[src/rtl/hazard_ctrl.sv]
// hazard_ctrl: load-use and branch-operand stalls, redirect flushes and cache-miss freeze
// for the 5-stage pipeline. Optional perf counters are enabled by `HAZARD_PERF_CNT_EN.
module hazard_ctrl #(
  parameter int REG_AW   = 5,
  parameter bit BR_IN_ID = 1'b1,
  parameter int CNT_W    = 32
) (
  input  logic              clk,
  input  logic              rst,
  input  logic [REG_AW-1:0] ifid_rs1,
  input  logic [REG_AW-1:0] ifid_rs2,
  input  logic              ifid_use_rs1,
  input  logic              ifid_use_rs2,
  input  logic              ifid_is_branch,
  input  logic [REG_AW-1:0] idex_rd,
  input  logic              idex_regwrite,
  input  logic              idex_memread,
  input  logic [REG_AW-1:0] exmem_rd,
  input  logic              exmem_memread,
  input  logic              br_taken,
  input  logic              icache_stall,
  input  logic              dcache_stall,
  output logic              pc_write,
  output logic              ifid_write,
  output logic              ifid_flush,
  output logic              idex_flush,
  output logic              pipe_freeze,
  output logic [CNT_W-1:0]  cnt_lu,
  output logic [CNT_W-1:0]  cnt_br,
  output logic [CNT_W-1:0]  cnt_flush,
  output logic [CNT_W-1:0]  cnt_frz
);

  typedef enum logic {RUN = 1'b0, LB2 = 1'b1} state_t;

  state_t state;
  logic   m_ex, m_mem;
  logic   freeze, load_use, alu_br, load_br, mem_br, br_stall;

  assign m_ex  = (idex_rd != '0) &&
                 ((ifid_use_rs1 && (idex_rd == ifid_rs1)) ||
                  (ifid_use_rs2 && (idex_rd == ifid_rs2)));
  assign m_mem = (exmem_rd != '0) &&
                 ((ifid_use_rs1 && (exmem_rd == ifid_rs1)) ||
                  (ifid_use_rs2 && (exmem_rd == ifid_rs2)));

  assign freeze   = icache_stall || dcache_stall;
  assign load_use = idex_memread && m_ex;

  // Branch-operand stalls only exist when the compare happens in ID.
  assign alu_br   = BR_IN_ID && ifid_is_branch && idex_regwrite && !idex_memread && m_ex;
  assign load_br  = BR_IN_ID && ifid_is_branch && idex_memread && m_ex;
  assign mem_br   = BR_IN_ID && ifid_is_branch && exmem_memread && m_mem && (state == RUN);
  assign br_stall = alu_br || load_br || mem_br;

  // LB2 is the second stall cycle of a load feeding a branch; freeze holds it.
  always_ff @(posedge clk or posedge rst) begin
    if (rst)                state <= RUN;
    else if (freeze)        state <= state;
    else if (br_taken)      state <= RUN;
    else if (state == LB2)  state <= RUN;
    else if (load_br)       state <= LB2;
    else                    state <= RUN;
  end

  always_comb begin
    pc_write    = 1'b1;
    ifid_write  = 1'b1;
    ifid_flush  = 1'b0;
    idex_flush  = 1'b0;
    pipe_freeze = 1'b0;
    if (rst) begin
      pc_write   = 1'b0;
      ifid_write = 1'b0;
      ifid_flush = 1'b1;
      idex_flush = 1'b1;
    end else if (freeze) begin
      pc_write    = 1'b0;
      ifid_write  = 1'b0;
      pipe_freeze = 1'b1;
    end else if (br_taken) begin
      ifid_flush = 1'b1;
      idex_flush = ~BR_IN_ID;
    end else if ((state == LB2) || load_use || br_stall) begin
      pc_write   = 1'b0;
      ifid_write = 1'b0;
      idex_flush = 1'b1;
    end
  end

`ifdef HAZARD_PERF_CNT_EN
  logic ev_lu, ev_br, ev_flush, ev_frz;

  // Each cycle falls into at most one category, following the output priority.
  assign ev_frz   = freeze;
  assign ev_flush = !freeze && br_taken;
  assign ev_br    = !freeze && !br_taken && ((state == LB2) || br_stall);
  assign ev_lu    = !freeze && !br_taken && (state == RUN) && !br_stall && load_use;

  always_ff @(posedge clk or posedge rst) begin
    if (rst) begin
      cnt_lu    <= '0;
      cnt_br    <= '0;
      cnt_flush <= '0;
      cnt_frz   <= '0;
    end else begin
      if (ev_lu    && (cnt_lu    != '1)) cnt_lu    <= cnt_lu    + CNT_W'(1);
      if (ev_br    && (cnt_br    != '1)) cnt_br    <= cnt_br    + CNT_W'(1);
      if (ev_flush && (cnt_flush != '1)) cnt_flush <= cnt_flush + CNT_W'(1);
      if (ev_frz   && (cnt_frz   != '1)) cnt_frz   <= cnt_frz   + CNT_W'(1);
    end
  end
`else
  assign cnt_lu    = '0;
  assign cnt_br    = '0;
  assign cnt_flush = '0;
  assign cnt_frz   = '0;
`endif

endmodule

[config.mk]
export PLATFORM = sky130hd
export DESIGN_NAME = hazard_ctrl
export DESIGN_NICKNAME = d
export VERILOG_FILES = /design/src/rtl/hazard_ctrl.sv
export SDC_FILE = /design/constraint.sdc
export NUM_CORES = 1
export LEC_CHECK = 0
export CORE_ASPECT_RATIO = 0.75
export CORE_MARGIN = 2
export CORE_UTILIZATION = 30
export CTS_BUF_LIST = sky130_fd_sc_hd__clkbuf_2 sky130_fd_sc_hd__clkbuf_4 sky130_fd_sc_hd__clkbuf_8
export CTS_CLUSTER_DIAMETER = 120
export DETAILED_ROUTE_END_ITERATION = 8
export GPL_TIMING_DRIVEN = 0
export PLACE_DENSITY = 0.91
export SYNTH_ARGS = -nofsm -noshare
export SYNTH_HDL_FRONTEND = slang
export SYNTH_SLANG_ARGS = --single-unit
[constraint.sdc]
create_clock -name clk -period 5 [get_ports clk]
set_input_delay 1.25 -clock clk [delete_from_list [all_inputs] [get_ports clk]]
set_output_delay 1.25 -clock clk [all_outputs]
set_load 0.01 [all_outputs]
# --- Word-level counts from Yosys, hierarchy flattened ---
# Index checks and enable logic that the tools add are counted.
classes:
  eq_ne: 4
  n_mux: 16
  bitwise: 1
  reduce_logical: 25
op_table:
  columns: ["operator", "n"]
  rows:
  - ["5-bit equality test", 4]
  - ["1-bit two-way mux", 16]
  - ["1-bit logical AND", 15]
  - ["5-bit nonzero test", 2]
  - ["1-bit logical OR", 7]
  - ["1-bit zero test", 1]
  - ["1-bit NOT", 1]
totals:
  reg_bits: 1
  output_inout_bits: 133

# --- Longest topological paths before layout ---
logic_depth:
  word_depth: 12
  ltp_mapped: 6
  depth_no_buf: 5

# --- Worst setup path before layout ---
# No wires, ideal clock.
synth_timing:
  path_type: "input to output"
  from: "in idex_rd[1]"
  to: "out pc_write"
  arrival_time_ps: 2360
  t_required_ps: 3750
  setup_slack_ps: 1390
  cell_stages: 4
  path_buffers: 1
  path_cell_list: "or4_4 > o2bb2ai_2 > o221a_1 > buf_4"
synth_via:
  elab_chain_cells: 12
  word_cells_on_any_way: 18
  classes_between: "eq/ne: 2; mux: 4; reduce/logical: 12"
synth_rtl:
  columns: ["element", "line_no", "text"]
  rows:
  - ["start: declaration", "15", "input logic [REG_AW-1:0] idex_rd,"]
  - ["5-bit equality test (on tied branches)", "41, 42", null]
  - ["1-bit logical AND (on tied branches)", "41, 42", null]
  - ["1-bit logical OR", "41", "((ifid_use_rs1 && (idex_rd == ifid_rs1)) ||"]
  - ["1-bit logical AND (*)", "40", "assign m_ex = (idex_rd != '0) &&"]
  - ["1-bit logical AND (on tied branches)", "51, 52", null]
  - ["1-bit logical OR (2 in a row)", "54", "assign br_stall = alu_br || load_br || mem_br;"]
  - ["1-bit logical OR (*)", "84", "end else if ((state == LB2) || load_use || br_stall) begin"]
  - ["1-bit two-way mux (*) (4 in a row)", null, null]
  - ["end: declaration", "23", "output logic pc_write,"]
# Mark *: on every way between the ends. The rest lies on a longest branch, timed or not.

# --- Worst setup path after layout ---
layout_timing:
  from: "in idex_rd[1]"
  to: "out pc_write"
layout_via:
  elab_chain_cells: 12
  word_cells_on_any_way: 18
  classes_between: "eq/ne: 2; mux: 4; reduce/logical: 12"
layout_rtl:
  columns: ["element", "line_no", "text"]
  rows:
  - ["5-bit equality test (on tied branches)", "41, 42", null]
  - ["1-bit logical AND (on tied branches)", "41, 42", null]
  - ["1-bit logical OR", "41", null]
  - ["1-bit logical AND (*)", "40", null]
  - ["1-bit logical AND (on tied branches)", "51, 52", null]
  - ["1-bit logical OR (2 in a row)", "54", null]
  - ["1-bit logical OR (*)", "84", null]
  - ["1-bit two-way mux (*)", "84", null]
  - ["1-bit two-way mux (*)", "81", "end else if (br_taken) begin"]
  - ["1-bit two-way mux (*)", "77", "end else if (freeze) begin"]
  - ["1-bit two-way mux (*)", "72", "if (rst) begin"]
# Marked as above.

==> flow_results.org <==
** Global route
- The first global-routing pass estimated ~4700 um of wire.
- Antenna violations before repair :: 0
- Global routing finished with a remaining overflow of 0.
- Pin count of the biggest net entering global routing :: 6
- For this run, the total global-route usage over all layers was measured as 0.112.
- The via count of the first global-routing pass is between 1,000 and 1,500.

** Logic synthesis
- The synthesized design spends more area on one cell type than any other, namely buf_4.
- Number of distinct standard cells referenced by the synthesized netlist :: 25
- Yosys top cell area share :: 0.707
- Share of synthesized area occupied by flip-flops and latches :: 0.0183
- Gate count after technology mapping :: about 180
- After synthesis the netlist holds a flip-flop and latch count of 1.
- Yosys warning total :: 0
- After synthesis, the mean cell area works out to ~7.5 um^2.
- Cell area after synthesis :: between 0.001 and 0.0015 mm^2
- After synthesis, the cell types taking the most area are buf_4 71%, xnor2_1 7.7%, xor2_1 5.1%, dfrtp_1 1.8%, nand2_1 1.4%.

** Critical path
- Arrival time worst endpoint :: 3410 ps
- Data required time at the worst endpoint :: ~3800 ps
- In this design, the critical path's most frequently occurring cell is clkdlybuf4s50_1.
- Startpoint type of the worst setup path :: input pin
- Sum of buffers and inverters on the critical path :: 3
- CP max FO :: 3
- Cell family contributing the most delay on the critical path :: buffers and inverters
- Crit. End Element :: output pin
- Slowest cell on the critical path :: or4_4
- On the worst path, the slowest cell contributes a delay of approximately 570 ps.
- Class of the most critical setup path :: input pin to output pin
- Ordered cell list for the critical path :: clkdlybuf4s50_1 > or4_4 > o2bb2ai_2 > o221a_1 > buf_4 > clkdlybuf4s50_1

** CTS
- Post-CTS setup buffer count :: 0
- Hold bufs inserted after CTS :: 0
- Worst-skew pair later-pin latency :: 0 ps
- After clock tree synthesis, the clock-pin slew on the worst setup and hold paths is 0 ps.
- The number of gates resized after CTS was 0.

** Finish
- Max FFs per register :: 1
- Number of antenna repair diodes :: 0
- Sequential cell area :: around 25 um^2
- Once layout is complete, the cells apart from fillers number around 400.
- In the final layout, the multi-input gates occupy 850 um^2.
- Counting the fill cells in the layout gives approximately 420.
- Commonest non-fill, non-tap cell in the layout :: buf_4
- Register name with the most flops :: state
- Layout overhead on the synthesized area :: 65.6%
- In the layout the commonest cells are 129 x buf_4, 128 x conb_1, 35 x clkdlybuf4s50_1, 12 x xnor2_1, 8 x xor2_1.
- Biggest registers after layout :: state (1)
- NumNets Final :: approximately 380
- In the final layout, the share of cells above drive strength 1 is 0.390.

** Die
- ~160 I/O pins were placed.
- The core region is roughly 0.0044 mm^2.
- Die Height :: between 60 and 70 um
- Horizontal die dimension :: around 82 um
- The die covers roughly 0.0051 mm^2.
- Number of rows in the core area :: 21
- For this configuration, the core starts out at a cell density of 0.310.

** Detailed routing
- Once detail routing completed, the nets flagged for antenna violations numbered 0.
- The pre-antenna-repair detailed-routing pass consisted of 4 iterations.
- Routed WL :: about 3200 um
- Number of DRC markers after the initial detailed-route iteration :: 8
- After detailed routing, the average wire length per cell comes to 7.93 um.
- After detailed routing, the number of remaining DRC violations is 0.
- Per-cell via count in the routed design :: 3.06
- Via count :: between 1,000 and 1,500

** Timing
- For the final routed database, the setup TNS stands at 0 ps.
- Tcrit/Tclk final :: 0.932
- Final worst path period need :: around 4700 ps
- Slew Viols, Final :: 0
- RSZ-0062 raised after global routing :: false
- Final hold violations :: 0
- Worst Skew :: 0 ps
- Setup violations remaining at the end of the flow were counted as 0.
- Static timing analysis puts the maximum clock frequency at between 200 and 250 MHz.

** Power and ir drop
- Power spread over the standard cell area amounts to 85.0 mW/mm^2.
- VDD sags by at most just over 0.00004 V.
- Leakage dissipation :: between 1 and 1.5 nW

** Run status
- The flow ran to the end, and the final reports show no timing, DRC or antenna violations.

** Placement
- The number of placed instances, taps included, is between 400 and 500.
- Number of buffers added on ports :: 35
- DP Wirelength :: between 3000 and 4000 um
- Routability-driven placement finished with a final weighted congestion of roughly 0.80.

** Hold path
- The tightest min-delay check is of the register to register type.

** Run
- Total of max-cap violations :: 0
-- layout make-up --
cell class,instances,share of cell area
Tap cell,57,0.0314
Multi-Input combinational cell,178,0.375
Sequential cell,1,0.0110
Inverter,1,0.00165
Buffer,129,0.427
Timing Repair Buffer,35,0.154
-- cell families after synthesis --
| family | count (synthesis) | synth area share |
|---|---|---|
| and+or+nand+nor | 22 | 0.0886 |
| other | 1 | 0.00274 |
| xor gates and xnor gates | 20 | 0.128 |
| AOI/OAI and AO/OA | 8 | 0.0530 |
| DFF | 1 | 0.0183 |
| buffers and inverters | 130 | 0.710 |
-- cell usage after synthesis --
library cell and instances:
a21oi_1 1, o21ai_0 1, nand2_1 5, o22ai_1 1, conb_1 1, nor4_2 1
xnor2_1 12, or2_2 1, xor2_1 8, o221a_1 1, inv_1 1, a41oi_1 1
nor3_1 3, or3_1 1, o31ai_2 1, o2bb2ai_2 1, nor4_1 1, nand4_1 2
o221ai_1 1, nand2b_1 1, or4_4 1, dfrtp_1 1, nand3_1 3, buf_4 129
nor2_1 3
-- path summary, 6_finish.rpt --
path                            start  endpoint  slack [ps]  cells after the start
setup / recovery           idex_rd[1]  pc_write         340                      6
hold / removal                  state     state         490                      1
setup reg to reg                state     state        4280                      2
hold reg to reg                 state     state         490                      1
max in group asynchronous         rst     state        3400                      2
min in group asynchronous         rst     state        1490                      2
-- layer usage --
metal | GRT usage | wire length, um | share of wire | vias up
met3 | 0.00434 | 231 | 0.073 | 4
met4 | 0.0188 | 51 | 0.016 | 0
met5 | 0 | 0 | 0 | -
met2 | 0.255 | 1980 | 0.62 | 58
li1 | - | - | - | 646
met1 | 0.102 | 919 | 0.29 | 518
-- worst register-to-register path: stages (launching register included) --
cell and delay, ps:
dfrtp_1 380, o21ai_0 110, o31ai_2 100
-- stage by stage --
step / util / area [um^2] / worst slack [ps] / hold WS, ps / total power, W
CTS: 0.514 / 2270 / 330 / 492 / 0.000186
global placement: 0.514 / 2270 / 334 / 479 / 0.000184
finish: 0.514 / 2270 / 342 / 489 / 0.000193
floorplan: - / 1850 / 1390 / 460 / 0.000146
global route: 0.514 / 2270 / 286 / 495 / 0.000209
detailed placement: 0.514 / 2270 / 329 / 492 / 0.000185
-- power by group --
| group | internal [W] | switching [W] | leakage [nW] |
|---|---|---|---|
| sequential | 0.00000829 | 0.0000000482 | 0.0140 |
| combinational | 0.000102 | 0.0000826 | 1.36 |
| clock | 0 | 0 | 0 |
Note: power is estimated with default switching activity, not from simulation.
